File: config.mk
export PLATFORM = sky130hd
export DESIGN_NAME = tx_sched
export DESIGN_NICKNAME = d
export VERILOG_FILES = /design/src/rtl/tx_sched_pkg.sv /design/src/rtl/tx_wdog.sv /design/src/rtl/tx_sched.sv
export SDC_FILE = /design/constraint.sdc
export NUM_CORES = 1
export LEC_CHECK = 0
export BUFFER_PORTS_ARGS = -buffer_cell sky130_fd_sc_hd__buf_2
export CORE_MARGIN = 2
export CORE_UTILIZATION = 50
export CTS_CLUSTER_SIZE = 20
export DETAILED_ROUTE_END_ITERATION = 6
export PLACE_DENSITY_LB_ADDON = 0.3
export SETUP_SLACK_MARGIN = 0.4
export SLEW_MARGIN = 40
export SYNTH_ARGS = -nofsm -noshare
export SYNTH_HDL_FRONTEND = slang
export SYNTH_HIERARCHICAL = 1
export SYNTH_SLANG_ARGS = --single-unit
export TNS_END_PERCENT = 1
File: constraint.sdc
create_clock -name i_clk_blf -period 4.4 [get_ports i_clk_blf]
set_clock_uncertainty 0.2 [all_clocks]
set_input_delay 0.44 -clock i_clk_blf [delete_from_list [all_inputs] [get_ports i_clk_blf]]
set_output_delay 0.44 -clock i_clk_blf [all_outputs]
set_load 0.005 [all_outputs]
File: src/rtl/tx_sched_pkg.sv
// Shared types and defaults for the backscatter reply scheduler.
// Latency: n/a (declarations only).
// Backpressure: n/a.
package tx_sched_pkg;

  typedef enum logic [2:0] {
    ST_IDLE     = 3'd0,
    ST_WAIT_T1  = 3'd1,
    ST_PREAMBLE = 3'd2,
    ST_PAYLOAD  = 3'd3,
    ST_DONE     = 3'd4
  } state_t;

  localparam int          T1_CYC_DEF   = 10;
  localparam int          WDOG_MAX_DEF = 50000;
  // T1 turnaround counter width; covers the full 1..255 range.
  localparam int          T1_W         = 8;
  localparam logic [1:0]  M_FM0        = 2'b00;

endpackage

File: src/rtl/tx_wdog.sv
// Loadable up/down counter with a terminal-count flag (T1 countdown, watchdog).
// Latency: load/step take effect at the next clk edge; o_tc is combinational on the count.
// Backpressure: none; the count holds at the terminal value instead of wrapping.
module tx_wdog #(
  parameter int             W  = 16,
  parameter bit             UP = 1'b1,
  parameter logic [W-1:0]   TC = '0
) (
  input  logic          i_clk,
  input  logic          i_rst,
  input  logic          i_load,
  input  logic [W-1:0]  i_load_val,
  input  logic          i_en,
  output logic          o_tc
);

  localparam logic [W-1:0] ONE = W'(1);

  logic [W-1:0] r_cnt;

  // Counter register: load wins over stepping; stepping stops at the terminal value.
  always_ff @(posedge i_clk or posedge i_rst) begin
    if (i_rst) begin
      r_cnt <= '0;
    end else if (i_load) begin
      r_cnt <= i_load_val;
    end else if (i_en && !o_tc) begin
      r_cnt <= UP ? (r_cnt + ONE) : (r_cnt - ONE);
    end
  end

  assign o_tc = (r_cnt == TC);

endmodule

File: src/rtl/tx_sched.sv
// Reply scheduler: T1 turnaround, then gates frame/encoder clocks until frame done, abort or watchdog.
// Latency: start_working rises T1_CYC edges after the edge that accepts reply_req; outputs are registered.
// Backpressure: reply_req outside IDLE is dropped (not queued); abort overrides everything.
module tx_sched
  import tx_sched_pkg::*;
#(
  parameter int T1_CYC   = T1_CYC_DEF,
  parameter int WDOG_W   = 16,
  parameter int WDOG_MAX = WDOG_MAX_DEF
) (
  input  logic        i_clk_blf,
  input  logic        i_rst_for_new_package,
  input  logic        i_reply_req,
  input  logic        i_abort,
  input  logic [1:0]  i_m,
  input  logic        i_trext,
  input  logic        i_p_complete,
  input  logic        i_bs_complete,
  output logic        o_start_working,
  output logic        o_en_frm_clk,
  output logic        o_en_fm0_clk,
  output logic        o_en_mil_clk,
  output logic        o_tx_busy,
  output logic        o_tx_done,
  output logic        o_tx_err,
  // Latched pilot-tone select; the frame generator times the pilot, this is status only.
  output logic        o_trext_q
);

  state_t       r_state;
  state_t       w_nxt;
  logic [1:0]   r_m_q;
  logic         r_trext_q;
  logic         r_start_working;
  logic         r_en_frm_clk;
  logic         r_en_fm0_clk;
  logic         r_en_mil_clk;
  logic         r_tx_busy;
  logic         r_tx_done;
  logic         r_tx_err;

  logic         w_accept;
  logic         w_err_set;
  logic         w_nxt_active;
  logic         w_t1_tc;
  logic         w_wd_tc;
  logic         w_in_wait;
  logic         w_in_active;

  assign w_accept     = (r_state == ST_IDLE) && i_reply_req && !i_abort;
  assign w_in_wait    = (r_state == ST_WAIT_T1);
  assign w_in_active  = (r_state == ST_PREAMBLE) || (r_state == ST_PAYLOAD);
  assign w_nxt_active = (w_nxt == ST_PREAMBLE) || (w_nxt == ST_PAYLOAD);

  // T1 countdown: loaded with T1_CYC-1 on accept, reaches 0 on the last WAIT_T1 cycle.
  tx_wdog #(
    .W  (T1_W),
    .UP (1'b0),
    .TC ('0)
  ) u_t1_cnt (
    .i_clk      (i_clk_blf),
    .i_rst      (i_rst_for_new_package),
    .i_load     (w_accept),
    .i_load_val (T1_W'(T1_CYC - 1)),
    .i_en       (w_in_wait),
    .o_tc       (w_t1_tc)
  );

  // Watchdog: cleared when leaving WAIT_T1, counts every PREAMBLE/PAYLOAD cycle.
  tx_wdog #(
    .W  (WDOG_W),
    .UP (1'b1),
    .TC (WDOG_W'(WDOG_MAX - 1))
  ) u_wd_cnt (
    .i_clk      (i_clk_blf),
    .i_rst      (i_rst_for_new_package),
    .i_load     (w_in_wait && w_t1_tc),
    .i_load_val ('0),
    .i_en       (w_in_active),
    .o_tc       (w_wd_tc)
  );

  // State register.
  always_ff @(posedge i_clk_blf or posedge i_rst_for_new_package) begin
    if (i_rst_for_new_package) begin
      r_state <= ST_IDLE;
    end else begin
      r_state <= w_nxt;
    end
  end

  // Next state: abort first, then frame completion, then watchdog expiry, then preamble done.
  always_comb begin
    w_nxt     = r_state;
    w_err_set = 1'b0;
    if (i_abort) begin
      w_nxt = ST_IDLE;
    end else begin
      case (r_state)
        ST_IDLE: begin
          if (i_reply_req) w_nxt = ST_WAIT_T1;
        end
        ST_WAIT_T1: begin
          if (w_t1_tc) w_nxt = ST_PREAMBLE;
        end
        ST_PREAMBLE: begin
          if (i_bs_complete) begin
            w_nxt = ST_DONE;
          end else if (w_wd_tc) begin
            w_nxt     = ST_IDLE;
            w_err_set = 1'b1;
          end else if (i_p_complete) begin
            w_nxt = ST_PAYLOAD;
          end
        end
        ST_PAYLOAD: begin
          if (i_bs_complete) begin
            w_nxt = ST_DONE;
          end else if (w_wd_tc) begin
            w_nxt     = ST_IDLE;
            w_err_set = 1'b1;
          end
        end
        ST_DONE: begin
          w_nxt = ST_IDLE;
        end
        default: begin
          w_nxt = ST_IDLE;
        end
      endcase
    end
  end

  // Moore outputs registered from the next state so they change exactly with the state.
  always_ff @(posedge i_clk_blf or posedge i_rst_for_new_package) begin
    if (i_rst_for_new_package) begin
      r_m_q           <= M_FM0;
      r_trext_q       <= 1'b0;
      r_start_working <= 1'b0;
      r_en_frm_clk    <= 1'b0;
      r_en_fm0_clk    <= 1'b0;
      r_en_mil_clk    <= 1'b0;
      r_tx_busy       <= 1'b0;
      r_tx_done       <= 1'b0;
      r_tx_err        <= 1'b0;
    end else begin
      if (w_accept) begin
        r_m_q     <= i_m;
        r_trext_q <= i_trext;
      end
      // m_q is already stable here: accept only ever leads to WAIT_T1 (enables off).
      r_start_working <= w_nxt_active;
      r_en_frm_clk    <= w_nxt_active;
      r_en_fm0_clk    <= w_nxt_active && (r_m_q == M_FM0);
      r_en_mil_clk    <= w_nxt_active && (r_m_q != M_FM0);
      r_tx_busy       <= (w_nxt != ST_IDLE);
      r_tx_done       <= (w_nxt == ST_DONE);
      if (w_accept) begin
        r_tx_err <= 1'b0;
      end else if (w_err_set) begin
        r_tx_err <= 1'b1;
      end
    end
  end

  assign o_start_working = r_start_working;
  assign o_en_frm_clk    = r_en_frm_clk;
  assign o_en_fm0_clk    = r_en_fm0_clk;
  assign o_en_mil_clk    = r_en_mil_clk;
  assign o_tx_busy       = r_tx_busy;
  assign o_tx_done       = r_tx_done;
  assign o_tx_err        = r_tx_err;
  assign o_trext_q       = r_trext_q;

endmodule

======== After elaboration in Yosys (flattened, before gate mapping) ========
Index checks and enable logic that the tools add are counted.
word-level totals
  logic and storage cells ................. 60
  bits in registers ....................... 36
  output and inout bits ................... 8
operators by class
  reductions and logical operators ........ 21
  multiplexer cells ....................... 19
  add/sub/neg operators ................... 2
  equal/unequal tests ..................... 7
operators by type and width
  operator                                                               count
  16-bit two-way mux                                                     2
  3-bit two-way mux                                                      8
  16-bit by 1-bit adder with 16-bit output, second input constant        1
  16-bit equality test, second input constant                            1
  8-bit two-way mux                                                      2
  3-bit by 2-bit equality test with 1-bit output, second input constant  4
  3-bit case mux with 4 select lines                                     1
  8-bit logical NOT                                                      1
  2-bit nonzero test                                                     4
  8-bit by 1-bit subtractor with 8-bit output, second input constant     1
  1-bit logical AND                                                      7
  1-bit two-way mux                                                      6
  3-bit by 1-bit equality test with 1-bit output, second input constant  1
  3-bit equality test, second input constant                             1
  1-bit logical NOT                                                      3
  3-bit logical NOT                                                      1
  3-bit nonzero test                                                     1
  2-bit logical NOT                                                      1
  1-bit logical OR                                                       2
  2-bit OR reduction                                                     1

======== Longest topological paths before layout ========
Gate-level depths: netlist of run 1.
  depth after elaboration ................. 8
  depth in mapped cells ................... 9
  depth with buffers taken out ............ 8

======== By module ========
Netlist of run 1, hierarchy kept.
by module, submodules not included
  module               cells each  instances  area each (um2)
  tx_wdog at u_wd_cnt  104         1          945.9
  tx_wdog at u_t1_cnt  64          1          549.3
  tx_sched             46          1          529.3

======== Worst setup path after synthesis of run 1 ========
No wires, ideal clock.
  path type ............................... reg2reg
  from .................................... reg r_state[1]
  to ...................................... reg u_t1_cnt.r_cnt[5]
  slack ................................... 2.003 ns
  required time ........................... 4.118 ns
  stages on the path, launching flop included .. 6
  arrival time ............................ 2.115 ns
  buffers on the path ..................... 1
  cells stage by stage .................... dfrtp_1 > buf_4 > nor3b_1 > or3b_2 > or4_1 > a31oi_1
on the way
  elaborated cells between the ends (all ways) .. 7
  those cells by class .................... eq/ne: 1; mux: 1; reduce/logical: 5
RTL lines
  element                                         line            RTL
  from (decl)                                     tx_sched.sv:30  state_t r_state;
  from (signal assigned)                          tx_sched.sv:88  r_state <= w_nxt;
  3-bit by 1-bit equality test with 1-bit output  tx_sched.sv:51  assign w_in_wait = (r_state == ST_WAIT_T1);
  via w_in_wait                                   tx_sched.sv:47  logic w_in_wait;
  1-bit logical AND                               tx_wdog.sv:27   end else if (i_en && !o_tc) begin
  2-bit nonzero test (no line)                    n/a
  to (signal assigned)                            tx_wdog.sv:26   r_cnt <= i_load_val;
  to (signal assigned)                            tx_wdog.sv:28   r_cnt <= UP ? (r_cnt + ONE) : (r_cnt - ONE);
  to (decl)                                       tx_wdog.sv:19   logic [W-1:0] r_cnt;
The timed path passes the listed nets, and every way through them passes these cells.
A chain may end at the register's enable or synchronous reset.

======== Worst setup path in the final report of run 1 ========
  from .................................... reg u_t1_cnt.r_cnt[0]
  to ...................................... reg u_wd_cnt.r_cnt[4]
on the way
  word-level cells in the longest chain between the ends .. 3
  elaborated cells between the ends (all ways) .. 4
  those cells by class .................... mux: 1; reduce/logical: 3
RTL lines
  element                                                          line            RTL
  8-bit logical NOT (*)                                            tx_wdog.sv:32   assign o_tc = (r_cnt == TC);
  via w_t1_tc                                                      tx_sched.sv:45  logic w_t1_tc;
  1-bit logical AND (*)                                            tx_sched.sv:77  .i_load (w_in_wait && w_t1_tc),
  16-bit two-way mux / 2-bit nonzero test (equally long branches)  n/a
  to (signal assigned)                                             tx_wdog.sv:26
  to (signal assigned)                                             tx_wdog.sv:28
  to (decl)                                                        tx_wdog.sv:19
Mark *: on every way through the listed nets, which the timed path passes. The rest lies on a longest branch.

==> parameters.txt, run 1 <==
Parameter                              Value

Die
  Area enclosed by the die boundary    around 0.0046 sq mm
  Area of the placeable core    roughly 0.0039 sq mm
  Die X    about 68 um
  Standard-cell row count    23
  Die span in y    slightly below 70 um
  Starting utilization of the core area    51.3%
  IO Pins    17

STA
  Highest achievable clock rate    between 300 and 400 MHz
  Period utilisation layout    around 63%
  Unrepaired setup endpoints after global routing    false
  Hold violation total from the final report    0
  Fin crit period    between 2 and 3 ns
  Final setup violation count    0
  Least-Margin Pin Slew    slightly above 0.7 ns
  Final Hold Slack    roughly 0.19 ns
  Number of pins with negative max-slew slack in the final report    0
  Fin Setup TNS    0 ns
  Rel. slew slack    a little over half

Finish
  Final-layout fill cell count    approximately 340
  Area grow syn2layout    14.8%
  Leading cell types in the layout, fill and taps excluded    36 x dfrtp_1, 24 x conb_1, 20 x nor2_1
  Leading cell type in the layout, fill and taps excluded    dfrtp_1
  Proportion of layout cells with a drive suffix above 1    13.9%
  Final-stage net count    roughly 260
  Final core occ    ~59%
  Final Non-Filler Cells    slightly above 300
  Antenna Diode Count    0

Detailed routing
  Via total after detailed routing    about 1700
  Total wirelength of the detailed-routed design    3950 um
  DR WL met2    around 1800 um
  Post-detailed-route DRC marker count    0
  Ratio of routed vias to standard cells    between 5 and 6
  Post-detailed-route wirelength per cell    between 10 and 15 um
  First-pass iteration count of the detailed router    4
  Post-DRT Antenna Nets    0
  DRC violation total after the first TritonRoute iteration    150
  Post-route met1 wirelength    1920 um
  Met3 Wirelength    between 150 and 200 um
  Top layer used by detailed routing    met4

Synth
  Yosys warnings    6
  Ys async rst share    100%
  Mean instance size in the synthesized netlist    9.46 sq um
  Cell area after technology mapping    0.00202 sq mm
  Flops & latches, synth    36
  Gate count of the mapped netlist    about 210
  Sequential share of the synthesized area    between 40 and 50%
  Top cell type by total area after synthesis    dfrtp_1
  Number of unique standard cell types used by synthesis    50
  EDFF count, synth    0
  Area share of the largest cell type after synthesis    approximately 44%
  Top area cells in the synthesized netlist    dfrtp_1 44%, nor2_1 3.7%, nand2_1 3.3%
  Most used flip-flop cell after synthesis    dfrtp_1

Worst setup path
  Crit-path slowest cell    and2_1
  Required time reported for the critical path endpoint    approximately 4.4 ns
  Dominant cell type by count on the critical path    inv_1
  Critical path class    reg2reg
  Critical path startpoint category    flip-flop
  Number of buffer and inverter stages on the critical path    2
  Cell-by-cell trace of the critical path    inv_1, ha_1, or3b_2, nor2_1, and2_1, inv_1, o21a_1
  Sort of element at the end of the critical path    flip-flop
  Largest stage delay on the critical path    about 0.57 ns
  Logic depth of the worst register-to-register path    7
  Cell count along the critical path    7
  Endpoint arrival time on the critical path    approximately 2.8 ns
  Kind of cell with the highest combined delay on the critical path    simple AND/OR/NAND/NOR gates
  R2r endpoint    u_wd_cnt/r_cnt[4]$_DFFE_PP0P_
  Worst Path Max Fanout    22
  Setup slack, reg-to-reg    1.62 ns
  FF-to-FF Start    u_t1_cnt/r_cnt[0]$_DFFE_PP0P_

CTS
  CTS-repair resized insts    0
  Clock buffers created by TritonCTS    5
  CTS tree    built
  Bufs on Longest Clock Path    2
  Root buf cell    clkbuf_8
  Hold buffer count at cts    1
  Latest clock arrival within the worst-skew pair    between 0.2 and 0.3 ns
  Register clock-pin slew on the reported worst setup and hold paths    ~0.07 ns
  Clk sinks    36
  H-tree depth reported by CTS    2
  Number of post-CTS setup repair buffers    0

Placement
  Placed Cells incl. Taps    294
  Total of buffers placed on input and output ports    16
  DP Wirelength    about 2900 um
  Routability congestion estimate from global placement    0.907

Global routing
  Number of antenna violations at the first check in global routing    0
  Total GRT Usage    between 10% and 20%
  Wire length of the first global-routing pass    roughly 6800 um
  Via count of the first global-routing pass    1537
  Grt total ovfl    0
  Largest net degree at the start of global routing    23

Power and ir drop
  Leakage component of the power    0.000975 uW
  Maximum vdd ir drop    between 0.00015 and 0.0002 V
  Power Density    between 300 and 400 mW/mm^2

Status
  Result of the run    complete, no violations

Worst hold path
  Worst hold path class    in2reg
  Worst hold start    i_trext
  Cell depth of the worst hold path    2
  Hold EP    o_trext_q$_DFFE_PP0P_

Flow run
  Count of maximum capacitance violations    0
==> worst reg2reg max path: stages, from the launching register on <==
cell     delay, ns
dfrtp_1       0.40
inv_1         0.10
ha_1          0.19
or3b_2        0.48
nor2_1        0.16
and2_1        0.57
inv_1         0.33
o21a_1        0.25
==> final cells by class <==
cell class	instances	area [sq um]	share of cell area [%]
Timing Repair Buffer	17	90.1	3.88
Multi-Input combinational cell	181	1130	48.7
Inverter	11	41.3	1.78
Tap cell	50	62.6	2.69
Sequential cell	36	901	38.8
Clock buffer	7	96.3	4.15
==> cell families after synthesis <==
| group | Yosys count | synth area share, % |
|---|---|---|
| buffers and inverters | 19 | 3.96 |
| multiplexers | 4 | 2.16 |
| adder cells (fa/ha/maj) | 3 | 1.85 |
| other | 2 | 0.371 |
| AO/OA/AOI/OAI | 48 | 16.7 |
| flip-flops | 36 | 44.5 |
| AND/OR/NAND/NOR | 92 | 26.1 |
| XOR/XNOR | 10 | 4.33 |
==> worst max path at each step <==
stage,end,slack (ns),startpoint
detailed placement,u_wd_cnt/r_cnt[4]$_DFFE_PP0P_,1.59,u_t1_cnt/r_cnt[0]$_DFFE_PP0P_
floorplan,u_t1_cnt/r_cnt[5]$_DFFE_PP0P_,2.00,r_state[1]$_DFF_PP0_
CTS,u_wd_cnt/r_cnt[4]$_DFFE_PP0P_,1.60,u_t1_cnt/r_cnt[0]$_DFFE_PP0P_
global route,u_wd_cnt/r_cnt[13]$_DFFE_PP0P_,1.27,u_t1_cnt/r_cnt[0]$_DFFE_PP0P_
global placement,u_wd_cnt/r_cnt[4]$_DFFE_PP0P_,1.72,u_t1_cnt/r_cnt[0]$_DFFE_PP0P_
finish,u_wd_cnt/r_cnt[4]$_DFFE_PP0P_,1.62,u_t1_cnt/r_cnt[0]$_DFFE_PP0P_
==> state kept, by name (all words and copies together), names as in the netlist <==
| signal | cells |
|---|---|
| o_en_fm0_clk | 1 |
| o_en_frm_clk | 1 |
| o_en_mil_clk | 1 |
| o_trext_q | 1 |
| o_tx_busy | 1 |
| o_tx_done | 1 |
| o_tx_err | 1 |
| r_m_q | 2 |
| r_state | 3 |
| u_t1_cnt/r_cnt | 8 |
| u_wd_cnt/r_cnt | 16 |
==> synthesized netlist by cell type, types with 5 or more instances <==
library cell   n
or4_1          5
xor2_1         5
o31ai_1        5
a31oi_1        9
inv_1         11
nor2_1        20
clkbuf_1       5
nand4_1        6
xnor2_1        5
o21ai_0       13
nand2_1       18
nand3_1        7
nor3_1         5
nor2b_1        5
dfrtp_1       36
==> where the power goes <==
part / total, uW / leakage (uW) / switching (uW) / internal, uW
registers: 439 / 0.000413 / 60.4 / 379
clock network: 249 / 0.0000503 / 109 / 139
logic: 171 / 0.000511 / 90.0 / 81.2
==> stage by stage <==
step / instance area [sq um] / setup WS (ns) / total power [uW]
CTS: 2320 / 1.60 / 861
detailed placement: 2210 / 1.59 / 611
floorplan: 2110 / 2.00 / 566
global route: 2320 / 1.27 / 917
global placement: 2210 / 1.72 / 607
finish: 2320 / 1.62 / 859
==> metal layers <==
metal	GRT usage (%)	vias to the layer above
li1	-	840
met1	26.0	771
met2	31.1	42
met3	4.50	4
met4	6.89	0
met5	0	-
(Power assumes the default switching activity.)
==> inputs of run 2 (changes only) <==
==> constraint.sdc (replaced) <==
create_clock -name i_clk_blf -period 2.8 [get_ports i_clk_blf]
set_clock_uncertainty 0.2 [all_clocks]
set_input_delay 0.28 -clock i_clk_blf [delete_from_list [all_inputs] [get_ports i_clk_blf]]
set_output_delay 0.28 -clock i_clk_blf [all_outputs]
set_load 0.005 [all_outputs]
==> run 2 against run 1 <==
Against the previous run:
- power increased by 58%
- critical path depth increased by 2
- die area unchanged
- non-clock buffer count increased by 6
- maximum frequency increased by 18%
- combinational power increased by 63%
- wire length increased by 3.9%
- final cell count increased by 2.3%
- critical path type unchanged
- critical endpoint unchanged
- largest power group unchanged
==> parameters.txt, run 2 (synthesis results as in run 1) <==
Parameter                              Value

Detailed routing
  First-pass iteration count of the detailed router    4
  Post-detailed-route wirelength per cell    roughly 13 um
  Post-detailed-route DRC marker count    0
  Ratio of routed vias to standard cells    5.48
  DRC violation total after the first TritonRoute iteration    approximately 110
  Post-DRT Antenna Nets    0
  Via total after detailed routing    ~1700
  Total wirelength of the detailed-routed design    a little over 4000 um

STA
  Final Hold Slack    between 0.01 and 0.015 ns
  Final setup violation count    0
  Rel. slew slack    59.1%
  Period utilisation layout    a little over four fifths
  Fin Setup TNS    0 ns
  Highest achievable clock rate    426 MHz
  Hold violation total from the final report    0
  Least-Margin Pin Slew    about 0.61 ns
  Unrepaired setup endpoints after global routing    true
  Number of pins with negative max-slew slack in the final report    0
  Fin crit period    between 2 and 2.5 ns
  Minimum setup slack in the final design    0.453 ns

Finish
  Final-stage net count    270
  Largest registers in the final layout    u_wd_cnt/r_cnt (16), u_t1_cnt/r_cnt (8), r_state (3)
  Antenna Diode Count    0
  Leading cell types in the layout, fill and taps excluded    36 x dfrtp_1, 24 x conb_1, 20 x nor2_1
  Flip-flop count of the largest register after layout    16
  Leading cell type in the layout, fill and taps excluded    dfrtp_1
  Reg with most FFs    u_wd_cnt/r_cnt
  Area grow syn2layout    16.7%
  Final Cell Area    ~0.0024 sq mm
  Proportion of layout cells with a drive suffix above 1    between 15 and 20%
  Final core occ    about three fifths

Flow run
  Count of maximum capacitance violations    0

Power and ir drop
  Clock share of power    between 20% and 30%
  Flop pwr share    between 50% and 60%
  Power Density    about 570 mW/mm^2
  Internal Pwr Total    around 920 uW
  Sw Pwr    ~430 uW
  Comb pwr share    20.5%
  Share of total power consumed by net switching    a little under a third
  Maximum vdd ir drop    between 0.0002 and 0.00025 V
  Leakage component of the power    approximately 0.001 uW

CTS
  Clk sinks    36
  Number of post-CTS setup repair buffers    0
  CTS tree    built
  Register clock-pin slew on the reported worst setup and hold paths    0.07 ns
  Latest clock arrival within the worst-skew pair    just under 0.3 ns
  H-tree depth reported by CTS    2
  Root buf cell    clkbuf_8
  Bufs on Longest Clock Path    2
  Clock buffers created by TritonCTS    5

Worst setup path
  Critical path startpoint category    flip-flop
  Setup slack, reg-to-reg    around 0.45 ns
  Required time reported for the critical path endpoint    2.83 ns
  FF-to-FF Start    u_t1_cnt/r_cnt[0]$_DFFE_PP0P_
  Sort of element at the end of the critical path    flip-flop
  Logic depth of the worst register-to-register path    9
  Endpoint arrival time on the critical path    about 2.4 ns
  R2r endpoint    u_wd_cnt/r_cnt[4]$_DFFE_PP0P_
  Critical path class    reg2reg
  Worst Path Max Fanout    21

Worst hold path
  Cell depth of the worst hold path    2
  Worst hold start    i_m[0]
  Worst hold path class    in2reg
  Hold EP    r_m_q[0]$_DFFE_PP0P_

Global routing
  Grt total ovfl    0
  Number of antenna violations at the first check in global routing    0
  Wire length of the first global-routing pass    6780 um
  Largest net degree at the start of global routing    22
  Via count of the first global-routing pass    1472
  Total GRT Usage    approximately a fifth

Die
  IO Pins    17
  Starting utilization of the core area    51.3%
  Die span in y    slightly below 70 um
  Standard-cell row count    23
  Area of the placeable core    a little under 0.004 sq mm
  Area enclosed by the die boundary    around 0.0046 sq mm
  Die X    slightly below 70 um

Placement
  Worst-case setup slack after placement    around 0.48 ns
  Placed inst area    0.00226 sq mm
  DP Wirelength    a little under 3000 um
  Total of buffers placed on input and output ports    16
  Routability congestion estimate from global placement    slightly above 0.8

Status
  Result of the run    complete, no violations
[run 2: cell count changes in the layout (fill, tap and decap cells not counted), sizes merged]
cell and change:
clkinv +2, buf +6, clkbuf -1
[run 2: final cells by class]
class                   instances  area, sq um
inverters                      11         41.3
flip-flops and latches         36          901
clock inverters                 2         10.0
fillers                       340         1580
clock buffers                   6         82.6
repair buffers                 23          139
multi-input cells             181         1130
well taps                      50         62.6
[run 2: worst max-delay path by stage]
stage                                         startpoint                             to  slack, ns
after floorplan                     r_state[1]$_DFF_PP0_  u_t1_cnt/r_cnt[5]$_DFFE_PP0P_       0.40
after global placement     u_t1_cnt/r_cnt[0]$_DFFE_PP0P_  u_wd_cnt/r_cnt[4]$_DFFE_PP0P_       0.50
after detailed placement            r_state[1]$_DFF_PP0_  u_t1_cnt/r_cnt[5]$_DFFE_PP0P_       0.48
after CTS                 u_wd_cnt/r_cnt[10]$_DFFE_PP0P_         o_en_mil_clk$_DFF_PP0_       0.42
after global routing       u_t1_cnt/r_cnt[0]$_DFFE_PP0P_  u_wd_cnt/r_cnt[4]$_DFFE_PP0P_       0.32
final                      u_t1_cnt/r_cnt[0]$_DFFE_PP0P_  u_wd_cnt/r_cnt[4]$_DFFE_PP0P_       0.45
[run 2: metrics by stage]
| step | total power, uW | instances |
|---|---|---|
| floorplan | 889 | 236 |
| global placement | 958 | 300 |
| detailed placement | 970 | 300 |
| CTS | 1370 | 309 |
| global route | 1440 | 309 |
| finish | 1350 | 309 |
[run 2: timing repair]
action | in CTS | in global routing
gates resized for setup | 0 | 2
setup endpoints to repair | 0 | 11
endpoints found under the hold margin | 36 | 0
hold buffers | 1 | 0
[run 2: metal layers]
layer | track usage, % | vias up | wire length, um
met2 | 30.1 | 37 | 1880
met1 | 27.5 | 801 | 1980
li1 | - | 850 | -
met4 | 7.65 | 0 | 61
met5 | 0 | - | 0
met3 | 5.50 | 6 | 186
[run 2: critical path, stage by stage, from the launching register on]
cell and delay [ns]:
dfrtp_1 0.42, inv_1 0.12, ha_1 0.22, or3b_2 0.50, nor2_1 0.16, and2_1 0.21, buf_6 0.19, a21oi_1 0.06
o31ai_1 0.07, o21a_1 0.15
[run 2: power by group through the flow]
stage | Clock, uW | Combinational [uW] | Sequential (uW)
final | 385 | 278 | 691
after global routing | 421 | 318 | 704
after CTS | 398 | 279 | 688
after detailed placement | 0 | 274 | 696
after global placement | 0 | 265 | 692
after floorplan | 0 | 217 | 672
==> inputs of run 3 (changes only) <==
==> constraint.sdc (replaced) <==
create_clock -name i_clk_blf -period 2.3 [get_ports i_clk_blf]
set_clock_uncertainty 0.2 [all_clocks]
set_input_delay 0.23 -clock i_clk_blf [delete_from_list [all_inputs] [get_ports i_clk_blf]]
set_output_delay 0.23 -clock i_clk_blf [all_outputs]
set_load 0.005 [all_outputs]
==> run 3 against run 2 <==
Against the previous run:
- critical path depth down 4
- largest power group unchanged
- non-clock buffer count up 25
- sequential cell count unchanged
- worst hold slack better by 0.032 ns
- sequential share of layout area down 4.2 points
- die area unchanged
- first-iteration DRC count up 30%
- maximum frequency up 13%
==> parameters.txt, run 3 (synthesis results as in run 1) <==
Parameter                              Value

Power and ir drop
  Internal Pwr Total    between 1000 and 1500 uW
  Comb pwr share    about a quarter
  Leakage component of the power    0.00115 uW
  Maximum vdd ir drop    0.000415 V
  Sw Pwr    591 uW
  Share of total power consumed by net switching    about a third
  Flop pwr share    43.8%
  Clock share of power    between 30 and 40%
  Power Density    between 700 and 800 mW/mm^2

CTS
  Root buf cell    clkbuf_8
  Clk sinks    36
  Latest clock arrival within the worst-skew pair    0.30 ns
  CTS tree    built
  Clock buffers created by TritonCTS    5
  Bufs on Longest Clock Path    2
  H-tree depth reported by CTS    2
  Register clock-pin slew on the reported worst setup and hold paths    0.08 ns

Finish
  Antenna Diode Count    0
  Proportion of layout cells with a drive suffix above 1    between 20% and 30%
  Leading cell type in the layout, fill and taps excluded    dfrtp_1
  Largest registers in the final layout    u_wd_cnt/r_cnt (16), u_t1_cnt/r_cnt (8), r_state (3)
  Flip-flop count of the largest register after layout    16
  Final-layout fill cell count    299
  Reg with most FFs    u_wd_cnt/r_cnt
  Area grow syn2layout    31.4%
  Final-stage net count    about 300
  Leading cell types in the layout, fill and taps excluded    35 x dfrtp_1, 27 x buf_4, 24 x conb_1

Worst setup path
  Required time reported for the critical path endpoint    ~2.3 ns
  Worst Path Max Fanout    8
  Critical path startpoint category    flip-flop
  Logic depth of the worst register-to-register path    5
  Critical path class    reg2reg
  R2r endpoint    u_wd_cnt/r_cnt[0]$_DFFE_PP0P_
  Sort of element at the end of the critical path    flip-flop
  Endpoint arrival time on the critical path    2.04 ns
  Setup slack, reg-to-reg    ~0.23 ns
  FF-to-FF Start    u_wd_cnt/r_cnt[4]$_DFFE_PP0P_

Global routing
  Grt total ovfl    0
  Total GRT Usage    22.8%
  Via count of the first global-routing pass    approximately 1700
  Number of antenna violations at the first check in global routing    0
  Largest net degree at the start of global routing    18
  Wire length of the first global-routing pass    about 7700 um

Placement
  Worst-case setup slack after placement    just under 0.08 ns
  Routability congestion estimate from global placement    roughly 0.85
  DP Wirelength    about 3000 um
  Total of buffers placed on input and output ports    16

STA
  Fin Setup TNS    0 ns
  Final setup violation count    0
  Least-Margin Pin Slew    between 0.6 and 0.7 ns
  Number of pins with negative max-slew slack in the final report    0
  Highest achievable clock rate    483 MHz
  Hold violation total from the final report    0
  Rel. slew slack    approximately 58%
  Minimum setup slack in the final design    around 0.23 ns
  Fin crit period    a little over 2 ns
  Unrepaired setup endpoints after global routing    true
  Period utilisation layout    between 80% and 90%

Detailed routing
  DRC violation total after the first TritonRoute iteration    between 100 and 150
  Total wirelength of the detailed-routed design    roughly 4800 um
  Ratio of routed vias to standard cells    between 5 and 6
  Post-detailed-route wirelength per cell    14.3 um
  Post-detailed-route DRC marker count    0
  First-pass iteration count of the detailed router    4
  Post-DRT Antenna Nets    0
  Via total after detailed routing    1788

Die
  Die span in y    between 60 and 70 um
  Die X    between 60 and 70 um
  Area enclosed by the die boundary    roughly 0.0046 sq mm
  Area of the placeable core    ~0.0039 sq mm
  Starting utilization of the core area    between 50% and 60%
  IO Pins    17
  Standard-cell row count    23

Worst hold path
  Cell depth of the worst hold path    2
  Worst hold start    i_bs_complete
  Hold EP    o_tx_done$_DFF_PP0_
  Worst hold path class    in2reg

Flow run
  Count of maximum capacitance violations    0

Status
  Result of the run    complete, no violations
==> run 3: changes by cell type in the layout (fill, tap and decap cells not counted), moves of 2 or more <==
cell           previous run  this run
buf_4                     5        27
clkinvlp_4                0         3
dlygate4sd3_1             1         5
inv_1                    10         8
nor2_1                   20        17
nor2_2                    0         2
nor2b_1                   5         3
nor2b_2                   1         3
or3b_2                    2         0
or3b_4                    0         2
==> run 3: layer usage <==
layer | share of wire, % | vias to the layer above | GRT usage, %
li1 | - | 903 | -
met1 | 49 | 837 | 30.7
met2 | 45 | 37 | 35.4
met3 | 3.9 | 11 | 5.50
met4 | 2.1 | 0 | 8.93
met5 | 0 | - | 0
==> run 3: worst max-delay path by stage <==
| stage | startpoint | slack (ns) | end | cells past startpoint |
|---|---|---|---|---|
| floorplan | r_state[1]$_DFF_PP0_ | 0.20 | u_t1_cnt/r_cnt[5]$_DFFE_PP0P_ | 5 |
| global placement | u_t1_cnt/r_cnt[0]$_DFFE_PP0P_ | 0.14 | u_wd_cnt/r_cnt[4]$_DFFE_PP0P_ | 7 |
| detailed placement | u_t1_cnt/r_cnt[0]$_DFFE_PP0P_ | 0.08 | u_wd_cnt/r_cnt[15]$_DFFE_PP0P_ | 8 |
| CTS | r_state[1]$_DFF_PP0_ | 0.29 | u_t1_cnt/r_cnt[5]$_DFFE_PP0P_ | 4 |
| global route | u_wd_cnt/r_cnt[0]$_DFFE_PP0P_ | 0.19 | u_wd_cnt/r_cnt[0]$_DFFE_PP0P_ | 6 |
| finish | u_wd_cnt/r_cnt[4]$_DFFE_PP0P_ | 0.23 | u_wd_cnt/r_cnt[0]$_DFFE_PP0P_ | 5 |
==> run 3: cell type report <==
class | instances | area [sq um] | share of cell area [%]
Clock buffer | 5 | 68.8 | 2.59
Clock inverter | 3 | 42.5 | 1.60
Inverter | 11 | 45.0 | 1.69
Multi-Input combinational cell | 181 | 1200 | 45.1
Sequential cell | 36 | 902 | 33.9
Tap cell | 50 | 62.6 | 2.35
Timing Repair Buffer | 48 | 333 | 12.5
Timing Repair inverter | 1 | 7.51 | 0.282
==> run 3: power groups by stage <==
stage / Sequential, uW / Clock, uW / Combinational, uW
2_1_floorplan: 819 / 0 / 269
3_3_place_gp: 830 / 0 / 373
3_5_place_dp: 834 / 0 / 382
4_1_cts: 820 / 568 / 470
5_1_grt: 834 / 600 / 543
6_report: 825 / 569 / 491
==> run 3: through the flow <==
step           hold slack [ns]  util [%]  power (uW)  cell area, sq um  cells
3_5_place_dp            0.0262      59.8        1220              2360    310
2_1_floorplan           -0.154         -        1090              2140    236
6_report                0.0448      67.5        1890              2660    335
3_3_place_gp            0.0292      59.8        1200              2360    310
4_1_cts                 0.0498      67.1        1860              2650    334
5_1_grt                 0.0412      67.5        1980              2660    335
==> run 3: worst max-delay path: stages, from the launching register on <==
cell and delay (ns):
dfrtp_1 0.45, nand4bb_1 0.38, o41ai_4 0.40, buf_4 0.20, xor2_1 0.22, o21ai_1 0.09
==> run 3: what timing repair did <==
item,4_1_cts,5_1_grt
buffers inserted,10,1
hold buffers,5,0
setup endpoints to repair,34,34
gates resized for setup,14,2
cloned,1,0
endpoints found under the hold margin,41,0
pin swaps,3,4
